`src/rtl/uart_tx_arbiter.sv`:
```
// uart_tx_arbiter: round-robin owner selection for one shared UART transmitter.
// Each grant sends HEADER then the owner's latched byte, with a per-byte timeout.
module uart_tx_arbiter #(
  parameter int         N_REQ   = 4,
  parameter logic [7:0] HEADER  = 8'h52,
  parameter int         TIMEOUT = 200000
) (
  input  logic               clk,
  input  logic               rst,
  input  logic [N_REQ-1:0]   req,
  input  logic [8*N_REQ-1:0] req_data,
  output logic [N_REQ-1:0]   grant,
  output logic [N_REQ-1:0]   ack,
  output logic               timeout_err,
  output logic               busy,
  output logic               tx_start,
  output logic [7:0]         tx_byte,
  input  logic               tx_busy,
  input  logic               tx_done
);

  localparam int IW = (N_REQ > 1) ? $clog2(N_REQ) : 1;
  localparam int CW = $clog2(TIMEOUT + 1);
  localparam logic [CW-1:0] CNT_LAST = CW'(TIMEOUT - 1);

  typedef enum logic [2:0] {
    IDLE, HDR, WAIT_HDR, PAY, WAIT_PAY
  } state_e;

  state_e           state_q, state_d;
  logic [N_REQ-1:0] grant_q, grant_d;
  logic [N_REQ-1:0] ack_q, ack_d;
  logic [IW-1:0]    win_q, win_d;
  logic [IW-1:0]    last_q, last_d;
  logic [7:0]       pay_q, pay_d;
  logic [7:0]       byte_q, byte_d;
  logic [CW-1:0]    cnt_q, cnt_d;
  logic             terr;

  logic [IW-1:0]    pick;
  logic             any_req;
  logic [N_REQ-1:0] pick_oh;
  logic [7:0]       pick_data;

  // Descending scan so the closest requester after last wins.
  always_comb begin
    pick    = last_q;
    any_req = 1'b0;
    for (int i = N_REQ; i >= 1; i--) begin
      if (req[IW'((int'(last_q) + i) % N_REQ)]) begin
        pick    = IW'((int'(last_q) + i) % N_REQ);
        any_req = 1'b1;
      end
    end
    pick_oh   = '0;
    pick_data = '0;
    for (int i = 0; i < N_REQ; i++) begin
      if (pick == IW'(i)) begin
        pick_oh[i] = 1'b1;
        pick_data  = req_data[8*i +: 8];
      end
    end
  end

  always_ff @(posedge clk or posedge rst) begin
    if (rst) begin
      state_q <= IDLE;
      grant_q <= '0;
      ack_q   <= '0;
      win_q   <= '0;
      last_q  <= IW'(N_REQ - 1);
      pay_q   <= '0;
      byte_q  <= '0;
      cnt_q   <= '0;
    end else begin
      state_q <= state_d;
      grant_q <= grant_d;
      ack_q   <= ack_d;
      win_q   <= win_d;
      last_q  <= last_d;
      pay_q   <= pay_d;
      byte_q  <= byte_d;
      cnt_q   <= cnt_d;
    end
  end

  always_comb begin
    state_d = state_q;
    grant_d = grant_q;
    ack_d   = '0;
    win_d   = win_q;
    last_d  = last_q;
    pay_d   = pay_q;
    byte_d  = byte_q;
    cnt_d   = cnt_q;
    terr    = 1'b0;
    unique case (state_q)
      IDLE: begin
        // Hold off during the ack cycle so the finished owner can drop req.
        if (!tx_busy && any_req && ~|ack_q) begin
          grant_d = pick_oh;
          win_d   = pick;
          pay_d   = pick_data;
          byte_d  = HEADER;
          state_d = HDR;
        end
      end
      HDR: begin
        cnt_d   = '0;
        state_d = WAIT_HDR;
      end
      WAIT_HDR: begin
        if (tx_done) begin
          byte_d  = pay_q;
          state_d = PAY;
        end else if (cnt_q == CNT_LAST) begin
          terr    = 1'b1;
          grant_d = '0;
          last_d  = win_q;
          state_d = IDLE;
        end else begin
          cnt_d = cnt_q + CW'(1);
        end
      end
      PAY: begin
        cnt_d   = '0;
        state_d = WAIT_PAY;
      end
      WAIT_PAY: begin
        if (tx_done) begin
          ack_d   = grant_q;
          grant_d = '0;
          last_d  = win_q;
          state_d = IDLE;
        end else if (cnt_q == CNT_LAST) begin
          terr    = 1'b1;
          grant_d = '0;
          last_d  = win_q;
          state_d = IDLE;
        end else begin
          cnt_d = cnt_q + CW'(1);
        end
      end
      default: state_d = IDLE;
    endcase
  end

  assign grant       = grant_q;
  assign ack         = ack_q;
  assign timeout_err = terr;
  assign busy        = (state_q != IDLE);
  assign tx_start    = (state_q == HDR) || (state_q == PAY);
  assign tx_byte     = byte_q;

endmodule

```
`config.mk`:
```
export PLATFORM = sky130hd
export DESIGN_NAME = uart_tx_arbiter
export DESIGN_NICKNAME = d
export VERILOG_FILES = /design/src/rtl/uart_tx_arbiter.sv
export SDC_FILE = /design/constraint.sdc
export NUM_CORES = 1
export LEC_CHECK = 0
export BUFFER_PORTS_ARGS = -buffer_cell sky130_fd_sc_hd__buf_4
export CAP_MARGIN = 20
export CORE_MARGIN = 8
export CORE_UTILIZATION = 23
export CTS_BUF_LIST = sky130_fd_sc_hd__clkbuf_2
export DETAILED_ROUTE_END_ITERATION = 6
export PLACE_DENSITY_LB_ADDON = 0.15
export REMOVE_ABC_BUFFERS = 1
export SLEW_MARGIN = 20
export SYNTH_ARGS = -nofsm -noshare
export SYNTH_HDL_FRONTEND = slang
export SYNTH_SLANG_ARGS = --single-unit
export TNS_END_PERCENT = 50
```
`constraint.sdc`:
```
create_clock -name clk -period 3.02 [get_ports clk]
set_clock_uncertainty 0.15 [all_clocks]
set_input_delay 0.151 -clock clk [delete_from_list [all_inputs] [get_ports clk]]
set_output_delay 0.151 -clock clk [all_outputs]
set_load 0.05 [all_outputs]
```
; After elaboration in Yosys (flattened, before gate mapping)
; Cells that the tools add are included.
[totals]
reg_bits = 49
word_cells = 103
out_inout_bits = 19
input_bits = 40
[op_classes]
eq_ne = 13
n_reduce_logical = 20
n_addsub = 5
n_lt_le_gt_ge = 4
muxes = 53
[op_table]
columns = op, n
row1 = 8-bit 2-to-1 mux, 6
row2 = 18-bit 2-to-1 mux, 2
row3 = 18-bit one-hot mux with 2 select lines, 1
row4 = 4-bit 2-to-1 mux, 6
row5 = 1-bit 2-to-1 mux, 19
row6 = "18-bit by 1-bit adder with 18-bit output, second input constant", 1
row7 = "18-bit == test, second input constant", 1
row8 = "2-bit by 4-bit less-than comparator with 1-bit output, second input constant", 4
row9 = 8-bit one-hot mux with 2 select lines, 1
row10 = 3-bit one-hot mux with 5 select lines, 1
row11 = 2-bit 2-to-1 mux, 7
row12 = 3-bit 2-to-1 mux, 4
row13 = 4-bit one-hot mux with 3 select lines, 1
row14 = "2-bit inequality test, second input constant", 5
row15 = 3-bit AND reduction, 3
row16 = 1-bit binary-select mux with 2-bit select, 4
row17 = "3-bit by 2-bit == test with 1-bit output, second input constant", 2
row18 = 2-bit nonzero test, 3
row19 = 3-bit nonzero test, 2
row20 = "2-bit by 1-bit adder with 2-bit output, second input constant", 2
row21 = "2-bit adder, second input constant", 2
row22 = "2-bit == test, second input constant", 2
row23 = 2-bit one-hot mux with 2 select lines, 1
row24 = 2-bit AND reduction, 2
row25 = 10 further kinds, 13

; Depth between registers and ports, before layout
; Gate-level depths: netlist (run 1).
[logic_depth]
depth_word = 13
depth_mapped = 7
depth_no_buf = 6

; Least setup slack after synthesis (run 1)
; No wires, ideal clock.
[synth_path]
path_kind = register to register
startpoint = register ack_q[1] (netlist: ack[1])
endpoint = register pay_q[0]
path_slack_ns = 0.447
period_less_slack_ns = 2.573
t_arrival_ns = 2.297
stages_incl_launch_ff = 7
t_required_ns = 2.744
setup_time_ns = 0.126
cell_sequence = dfrtp_1 -> or4_1 -> or3_1 -> nor2_1 -> buf_2 -> nor2b_1 -> a221o_1
[synth_between]
elab_chain_len = 4
[synth_lines]
columns = item, line
row1 = from (decl), 32  ; logic [N_REQ-1:0] ack_q, ack_d;
row2 = from (signal assigned), 78  ; ack_q <= ack_d;
row3 = 4-bit OR reduction, 100  ; if (!tx_busy && any_req && ~|ack_q) begin
row4 = 1-bit logical NOT, 100
row5 = 1-bit logical AND, 100
row6 = 2-bit AND reduction (no source line), --
row7 = to (signal assigned), 81  ; pay_q <= pay_d;
row8 = to (decl), 35  ; logic [7:0] pay_q, pay_d;
; No other way between the ends.
; A chain may end at the register's enable or synchronous reset.

; Worst setup path after layout (run 1)
[layout_path]
startpoint = register last_q[1]
endpoint = register pay_q[3]
[layout_between]
elab_chain_len = 13
[layout_lines]
columns = item, line
row1 = from (decl), 34  ; logic [IW-1:0] last_q, last_d;
row2 = from (signal assigned), 71  ; last_q <= IW'(N_REQ - 1);
row3 = from (signal assigned), 80  ; last_q <= last_d;
row4 = 2-bit by 1-bit adder with 2-bit output, "50, 51"
row5 = 1-bit binary-select mux with 2-bit select, 50  ; if (req[IW'((int'(last_q) + i) % N_REQ)]) begin
row6 = 1-bit 2-to-1 mux (implied by the code) (2 in a row), 50
row7 = 2-bit 2-to-1 mux (4 in a row), 50
row8 = 2-bit logical NOT, 58  ; if (pick == IW'(i)) begin
row9 = 8-bit 2-to-1 mux (4 in a row), 58
; Several ways; a longest one is shown, not always the timed one. The select of a mux whose other input is x is not followed.

==> flow_metrics.tcl, run 1 <==
set metrics [dict create \
    outcome "complete, no violations" \
    relSlewSlack_pct 59.9 \
    path_max_fanout 16 \
    area_delta_synth_final_pct 38.6 \
    cts.sinks 49 \
    hold_depth 4 \
    ys_warn_count 0 \
    worst_ep_required_time_ns 3.20 \
    reg2reg_from "last_q[1]" \
    tightestPinTransition_ns 0.598 \
    design_area_um2 3650 \
    gp_congestion 0.696 \
    tritoncts "yes" \
    slew_violations 0 \
    hold_path.startpoint "tx_busy" \
    drt-vias-per-instance 4.60 \
    worst-r2r-setup-slack_ns 0.14 \
    layout_commonest_cell "buf_4" \
    syn-mean-instance-area_um2 9.60 \
    grt_pass1_vias 2478 \
    nNetsFinal 410 \
    post-route-min-period_ns 2.88 \
    drtIter0Drc 62 \
    setup_violations 0 \
    std_cell_rows 39 \
    arrival_ns 3.05 \
    drv_cap 0 \
    grt_pass1_wl_mm 12.3 \
    cts_buffer_depth 2 \
    post_cts_buffers 0 \
    rr_worst_depth 7 \
    cts_made_buffers 5 \
    postPlaceCellArea_um2 3250 \
    antenna_found_initial 0 \
    power.density_nw_per_um2 768 \
    grt_usage_pct 9.90 \
    grt_start_max_net_pins 23 \
    port_buffers 58 \
    seq_area_frac_synth_pct 46.7 \
    worstHoldPathType "input pin to flip-flop" \
    pin_count 59 \
    drt_drc_violations_left 0 \
    hold_path_end "win_q[0]" \
    core_um2 11300 \
    cts-root-buf "clkbuf_2" \
    synth-edff-count 0 \
    p_leak_nw 1.60 \
    cp_cell_sequence "nand2_1, a31o_2, nor2_2, buf_6, mux2_2, dlygate4sd3_1, a221o_1" \
    finalHoldViolations 0 \
    crit_type "flip-flop to flip-flop" \
    hpwl_mm 5.13 \
    clk_pin_slew_ns 0.30 \
    cp_slowest_cell "dfstp_2" \
    die_x_um 123 \
    ys_seq_elements 49 \
    synthFlopType "dfrtp_1" \
    grt_overflow 0 \
    n_antenna_cell 0 \
    cts_max_level 2 \
    detail-route-antenna-nets 0 \
    start_util_pct 23.3 \
    drtPass1Iterations 4 \
    fin_cells 513 \
    postSynth.asyncResetShare_pct 100 \
    syn_inst 274 \
    max_freq_mhz 347 \
    vias 2360 \
    startpoint_type "flip-flop" \
    routed_wl_mm 6.98 \
    grt_setup_unrepaired "false" \
    clock_latency_ns 0.44 \
    setup_tns_ns 0 \
    r2r_end "pay_q[3]" \
    slowest_delay_ns 0.66 \
    max-vdd-ir-drop_uv 318 \
    post-route-util_pct 32.3 \
    dp.cells 470 \
    syn_area_um2 2630 \
    yosysUniqueCellTypes 48 \
    hold_ws_ns 0.0393 \
    crit_path_end_kind "flip-flop" \
    fin_crit_sh_pct 95.3 \
    die_h_um 123 \
    final_cell_mix "64 x buf_4, 47 x dfrtp_1, 35 x nand2_1, 35 x dlygate4sd3_1, 20 x o21ai_0" \
    wire_per_inst_um 13.6 \
    die_area_um2 15100 \
    drive_above_1_share_pct 26.2 \
]
-- worst max-delay path by stage --
stage               startpoint           to
floorplan               ack[1]     pay_q[0]
global placement    state_q[1]    cnt_q[13]
detailed placement  state_q[2]    cnt_q[13]
CTS                  last_q[1]     pay_q[7]
global route         cnt_q[13]  timeout_err
finish               last_q[1]     pay_q[3]
-- state kept, by name (all words and copies together) (netlist names) --
| signal | flops |
|---|---|
| cnt_q | 18 |
| pay_q | 8 |
| state_q | 3 |
| tx_byte | 8 |
| last_q | 2 |
| ack | 4 |
| grant | 4 |
| win_q | 2 |
-- cell type report --
cell class / count / area (um^2)
Clock buffer: 6 / 30.0
Clock inverter: 2 / 13.8
Fill cell: 1166 / 7630
Inverter: 14 / 52.6
Multi-Input combinational cell: 199 / 1300
Sequential cell: 49 / 1230
Tap cell: 143 / 179
Timing Repair Buffer: 100 / 842
-- metrics by stage --
stage               total power, mW  setup slack (ns)
finish                         2.80             0.141
global route                   3.03           0.00212
CTS                            2.84            0.0158
detailed placement             2.44             0.341
global placement               2.44             0.395
floorplan                      1.97             0.283
-- cell usage after synthesis (all sizes together) (2+ instances only) --
cell | instances | area, um^2
o31ai | 5 | 37.5
or4b | 2 | 20.0
buf | 6 | 30.0
or3 | 6 | 37.5
o211ai | 2 | 15.0
nor4 | 3 | 33.8
nand2b | 5 | 31.3
clkbuf | 6 | 22.5
mux2 | 18 | 203
nand4 | 6 | 37.5
dfstp | 2 | 52.6
o22ai | 3 | 18.8
nor3 | 11 | 60.1
or4 | 8 | 60.1
nand2 | 36 | 138
nand3b | 2 | 15.0
dfrtp | 47 | 1180
inv | 14 | 52.6
mux2i | 4 | 40.0
o21ai | 20 | 100
a221o | 8 | 80.1
o21a | 3 | 22.5
nor2b | 9 | 56.3
a21oi | 12 | 60.1
nand3 | 4 | 20.0
nor2 | 14 | 52.6
-- critical path: cells and delay by family (launching register included) --
family / cells / cell delay, ns
AO/OA/AOI/OAI: 2 / 0.59
AND/OR/NAND/NOR: 2 / 0.24
multiplexers: 1 / 0.35
flip-flops: 1 / 0.66
buffers and inverters: 2 / 0.77
-- per-layer routing --
layer  global-route usage [%]  vias up  wire length [um]
met1                     12.4     1121              3190
li1                         -     1191                 -
met4                     2.28        0                57
met5                        0        -                 0
met3                     2.51        4               261
met2                     16.7       44              3470
-- timing repair --
action	4_1_cts	5_1_grt
hold endpoints to repair	62	0
hold buffers	35	0
endpoints found under the setup margin	0	8
resized for setup	0	2
-- power breakdown --
group	switching (mW)	leakage, nW	internal, mW
sequential	0.140	0.644	0.849
combinational	0.896	0.919	0.628
clock	0.224	0.0334	0.0629
-- cell families (layout without fill, tap and decap cells) --
group	count (synthesis)	count (layout)	share of synthesized area (%)
flops	49	49	46.7
buf+inv	26	122	3.99
simple gates	108	108	21.9
mux	22	22	9.22
compound gates	66	66	17.0
xor+xnor	2	2	0.666
fa+ha+maj	1	1	0.475
Note: power is estimated with default switching activity, not from simulation.
==> inputs of run 2 (changes only) <==
==> constraint.sdc (replaced) <==
create_clock -name clk -period 3.1 [get_ports clk]
set_clock_uncertainty 0.15 [all_clocks]
set_input_delay 0.155 -clock clk [delete_from_list [all_inputs] [get_ports clk]]
set_output_delay 0.155 -clock clk [all_outputs]
set_load 0.05 [all_outputs]
==> run 2 against run 1 <==
Against the previous run:
- global-route usage rose by 0.098 points
- worst hold slack improved by 0.00084 ns
- clock-buffer cell count rose by 1
- cell area fell by 0.31%
- routed wire length fell by 0.23%
- register-to-register slack barely moved
- flip-flop and latch count did not move
- fmax fell by 2.3%
- non-clock buffer count fell by 1
==> flow_metrics.tcl, run 2 (synthesis gave the netlist of run 1 again) <==
set metrics [dict create \
    detail-route-antenna-nets 0 \
    setup_violations 0 \
    cts-root-buf "clkbuf_2" \
    crit_type "flip-flop to flip-flop" \
    largest_register_ffs 18 \
    gr-usage-met2_pct 17.2 \
    path_max_fanout 16 \
    arrival_ns 3.14 \
    drive_above_1_share_pct 25.7 \
    die_x_um 123 \
    cp_cell_sequence "nand2_1, a31o_2, nor2_1, buf_6, mux2_2, dlygate4sd3_1, a221o_1" \
    max-vdd-ir-drop_uv 403 \
    core_um2 11300 \
    cts.sinks 49 \
    clock_latency_ns 0.42 \
    routed_wl_mm 6.97 \
    drt_drc_violations_left 0 \
    final_cell_mix "63 x buf_4, 47 x dfrtp_1, 35 x nand2_1, 35 x dlygate4sd3_1, 20 x o21ai_0" \
    setup_slack_ns 0.152 \
    power_mw 2.74 \
    fin_crit_sh_pct 95.1 \
    hpwl_mm 5.14 \
    grt_overflow 0 \
    drtIter0Drc 63 \
    port_buffers 58 \
    pre_cts_slack_ns 0.422 \
    area_delta_synth_final_pct 38.1 \
    tightestPinTransition_ns 0.631 \
    pin_count 59 \
    outcome "complete, no violations" \
    clk_pin_slew_ns 0.26 \
    die_area_um2 15100 \
    startpoint_type "flip-flop" \
    post_cts_buffers 0 \
    cts_made_buffers 5 \
    grt_pass1_vias 2610 \
    layout_commonest_cell "buf_4" \
    vias 2367 \
    cts_buffer_depth 2 \
    post-route-min-period_ns 2.95 \
    gr-usage-met1_pct 11.9 \
    relSlewSlack_pct 57.7 \
    grt_usage_pct 10.0 \
    p_leak_nw 1.59 \
    nNetsFinal 409 \
    cp_slowest_cell "dfstp_2" \
    tritoncts "yes" \
    crit_path_end_kind "flip-flop" \
    worstHoldPathType "input pin to flip-flop" \
    design_area_um2 3630 \
    max_freq_mhz 339 \
    start_util_pct 23.3 \
    busiest_layer "met2" \
    drtPass1Iterations 4 \
    finalHoldViolations 0 \
    use_met3_pct 2.97 \
    slowest_delay_ns 0.65 \
    drv_cap 0 \
    power.density_nw_per_um2 753 \
    wire_per_inst_um 13.6 \
    drt-vias-per-instance 4.62 \
    gp_congestion 0.688 \
    grt_pass1_wl_mm 12.4 \
    n_antenna_cell 0 \
    antenna_found_initial 0 \
    worst-r2r-setup-slack_ns 0.15 \
    worst_ep_required_time_ns 3.30 \
    top_register "cnt_q" \
    cts_max_level 2 \
    slew_violations 0 \
    grt_start_max_net_pins 29 \
    std_cell_rows 39 \
    die_h_um 123 \
    postPlaceCellArea_um2 3240 \
]
[run 2: cell types whose count changed in the layout (fill, tap and decap cells not counted), sizes merged]
cell / change
buf: -1
clkinv: -1
inv: -1
clkinvlp: +1
clkbuf: +1
[run 2: final timing paths]
| path | startpoint | to | cells after the start |
|---|---|---|---|
| hold reg to reg | tx_byte[5] | tx_byte[5] | 2 |
| setup reg to reg | last_q[1] | pay_q[3] | 7 |
| setup / recovery | last_q[1] | pay_q[3] | 7 |
| min in group asynchronous | rst | cnt_q[3] | 3 |
| hold / removal | tx_busy | win_q[0] | 4 |
| max in group asynchronous | rst | last_q[0] | 4 |
[run 2: through the flow]
stage / hold slack, ns / setup TNS, ns / utilization [%] / std cells
global route: 0.0304 / -0.0101 / 32.2 / 512
finish: 0.0401 / 0 / 32.2 / 512
floorplan: 0.214 / 0 / - / 262
CTS: 0.00647 / 0 / 32.2 / 512
detailed placement: 0.122 / 0 / 28.7 / 469
global placement: 0.139 / 0 / 28.7 / 469
[run 2: layout make-up]
cell class | count | area [um^2]
well taps | 143 | 179
clock buffers | 7 | 35.0
multi-input cells | 199 | 1300
clock inverters | 1 | 7.51
flip-flops and latches | 49 | 1230
fillers | 1165 | 7640
repair buffers | 99 | 835
inverters | 14 | 52.6
[run 2: report_power, final]
group          internal [mW]  switching [mW]
sequential             0.827           0.140
clock                 0.0623           0.208
combinational          0.623           0.877
total                   1.51            1.23
[run 2: repair_timing]
item,in CTS,in global routing
endpoints found under the hold margin,41,0
setup endpoints to repair,0,8
resized for setup,0,1
hold buffers,35,0
[run 2: worst max-delay path: cells and delay by family, from the launching register on]
family / cells / cell delay [ns]
muxes: 1 / 0.36
buffers and inverters: 2 / 0.81
and+or+nand+nor: 2 / 0.31
DFF: 1 / 0.65
AOI/OAI and AO/OA: 2 / 0.59
[run 2: routing by layer]
layer	share of wire (%)	vias to the layer above	wire [um]
met2	49	40	3420
met3	4.9	5	344
li1	-	1188	-
met1	45	1134	3120
met5	0	-	0
met4	1.1	0	79
==> inputs of run 3 (changes only) <==
==> constraint.sdc (replaced) <==
create_clock -name clk -period 2.7 [get_ports clk]
set_clock_uncertainty 0.15 [all_clocks]
set_input_delay 0.135 -clock clk [delete_from_list [all_inputs] [get_ports clk]]
set_output_delay 0.135 -clock clk [all_outputs]
set_load 0.05 [all_outputs]
==> run 3 against run 2 <==
Against the previous run:
- cell count up 3.3%
- power rose by 15%
- worst setup slack lost 0.048 ns
- die area unchanged
- critical path depth is 2 lower
- critical endpoint is now timeout_err
- largest cell class unchanged
- largest power group unchanged
==> flow_metrics.tcl, run 3 (synthesis gave the netlist of run 1 again) <==
set metrics [dict create \
    p_int_mw 1.72 \
    power.density_nw_per_um2 831 \
    top_register "cnt_q" \
    hpwl_mm 5.31 \
    clock_latency_ns 0.43 \
    antenna_found_initial 0 \
    p_comb_share_pct 55.5 \
    final_cell_mix "78 x buf_4, 47 x dfrtp_1, 36 x dlygate4sd3_1" \
    routed_wl_mm 7.68 \
    outcome "complete, no violations" \
    start_util_pct 23.3 \
    grt_overflow 0 \
    p_clk_share_pct 10.0 \
    drive_above_1_share_pct 29.0 \
    cts_buffer_depth 2 \
    nNetsFinal 426 \
    slew_violations 0 \
    pin_count 59 \
    gp_congestion 0.760 \
    crit_path_end_kind "output pin" \
    startpoint_type "flip-flop" \
    power_mw 3.14 \
    die_h_um 123 \
    p_seq_share_pct 34.5 \
    cts_made_buffers 5 \
    setup_tns_ns 0 \
    drt_drc_violations_left 0 \
    worst_ep_required_time_ns 2.41 \
    grt_start_max_net_pins 25 \
    post-route-min-period_ns 2.60 \
    grt_pass1_vias 2595 \
    path_max_fanout 4 \
    drtIter0Drc 88 \
    cp_cell_sequence "or4b_1, nor4_4, nand2_2, nor2_2, buf_6" \
    grt_setup_unrepaired "false" \
    core_um2 11300 \
    p_leak_nw 1.68 \
    std_cell_rows 39 \
    max_freq_mhz 385 \
    largest_register_ffs 18 \
    swShare_pct 45.2 \
    dp.cells 478 \
    detail-route-antenna-nets 0 \
    cts_max_level 2 \
    finalHoldViolations 0 \
    cp_slowest_cell "or4b_1" \
    layout_commonest_cell "buf_4" \
    grt_pass1_wl_mm 13.0 \
    drt-vias-per-instance 4.65 \
    die_area_um2 15100 \
    n_antenna_cell 0 \
    cp_top_family "simple AND/OR/NAND/NOR gates" \
    cts.sinks 49 \
    setup_violations 0 \
    slowest_delay_ns 0.58 \
    area_delta_synth_final_pct 43.7 \
    tightestPinTransition_ns 0.548 \
    fin_cells 529 \
    grt_usage_pct 10.7 \
    power.net_switching_mw 1.42 \
    clk_pin_slew_ns 0.28 \
    drtPass1Iterations 4 \
    crit_type "flip-flop to output pin" \
    hold_ws_ns 0.0762 \
    port_buffers 58 \
    max-vdd-ir-drop_uv 427 \
    tritoncts "yes" \
    die_x_um 123 \
    drv_cap 0 \
    crit_buf_inv 1 \
    vias 2461 \
    cts-root-buf "clkbuf_2" \
    relSlewSlack_pct 63.3 \
    arrival_ns 2.31 \
    wire_per_inst_um 14.5 \
    worstHoldPathType "input pin to flip-flop" \
    fin_crit_sh_pct 96.2 \
]
-- run 3: final timing paths --
kind / start / end / slack [ns] / depth (start not counted)
min in group asynchronous: rst / cnt_q[5] / 0.10 / 3
setup / recovery: cnt_q[13] / timeout_err / 0.10 / 5
setup reg to reg: cnt_q[13] / cnt_q[5] / 0.23 / 7
hold reg to reg: tx_byte[5] / tx_byte[5] / 0.37 / 2
hold / removal: req[0] / grant[0] / 0.08 / 5
max in group asynchronous: rst / last_q[0] / 1.59 / 4
-- run 3: per-stage QoR --
step           instance area, um^2  setup WS [ns]  util [%]
6_report                      3780          0.104      33.5
3_3_place_gp                  3320          0.216      29.4
3_5_place_dp                  3320          0.186      29.4
5_1_grt                       3780        0.00627      33.5
2_1_floorplan                 2580        -0.0370         -
4_1_cts                       3740         0.0362      33.2
-- run 3: power groups by stage --
stage | combinational (mW) | sequential [mW] | clock [mW]
floorplan | 0.813 | 1.39 | 0
finish | 1.74 | 1.08 | 0.313
global route | 1.91 | 1.12 | 0.356
global placement | 1.72 | 1.10 | 0
CTS | 1.76 | 1.09 | 0.336
detailed placement | 1.71 | 1.11 | 0
-- run 3: metal layers --
layer / track usage, % / wire (um)
met3: 2.65 / 316
met4: 2.97 / 86
met2: 18.0 / 3800
met5: 0 / 0
met1: 13.4 / 3480
-- run 3: layout make-up --
cell class	count	area (um^2)
Tap cell	143	179
Sequential cell	49	1230
Clock inverter	1	7.51
Fill cell	1168	7490
Inverter	14	52.6
Multi-Input combinational cell	199	1300
Timing Repair Buffer	116	977
Clock buffer	7	35.0
-- run 3: what timing repair did --
action / CTS / global route
setup endpoints to repair: 1 / 1
gates cloned: 0 / 0
setup buffers: 2 / 5
hold buffers: 36 / 0
resized for setup: 2 / 0
pin swaps: 1 / 1
hold endpoints to repair: 44 / 0
-- run 3: tightest hold or removal path, cell delays in order --
cell and delay [ns]:
buf_4 0.12, nand2b_1 0.06, a21boi_0 0.09, o21ai_0 0.16, o22ai_1 0.07
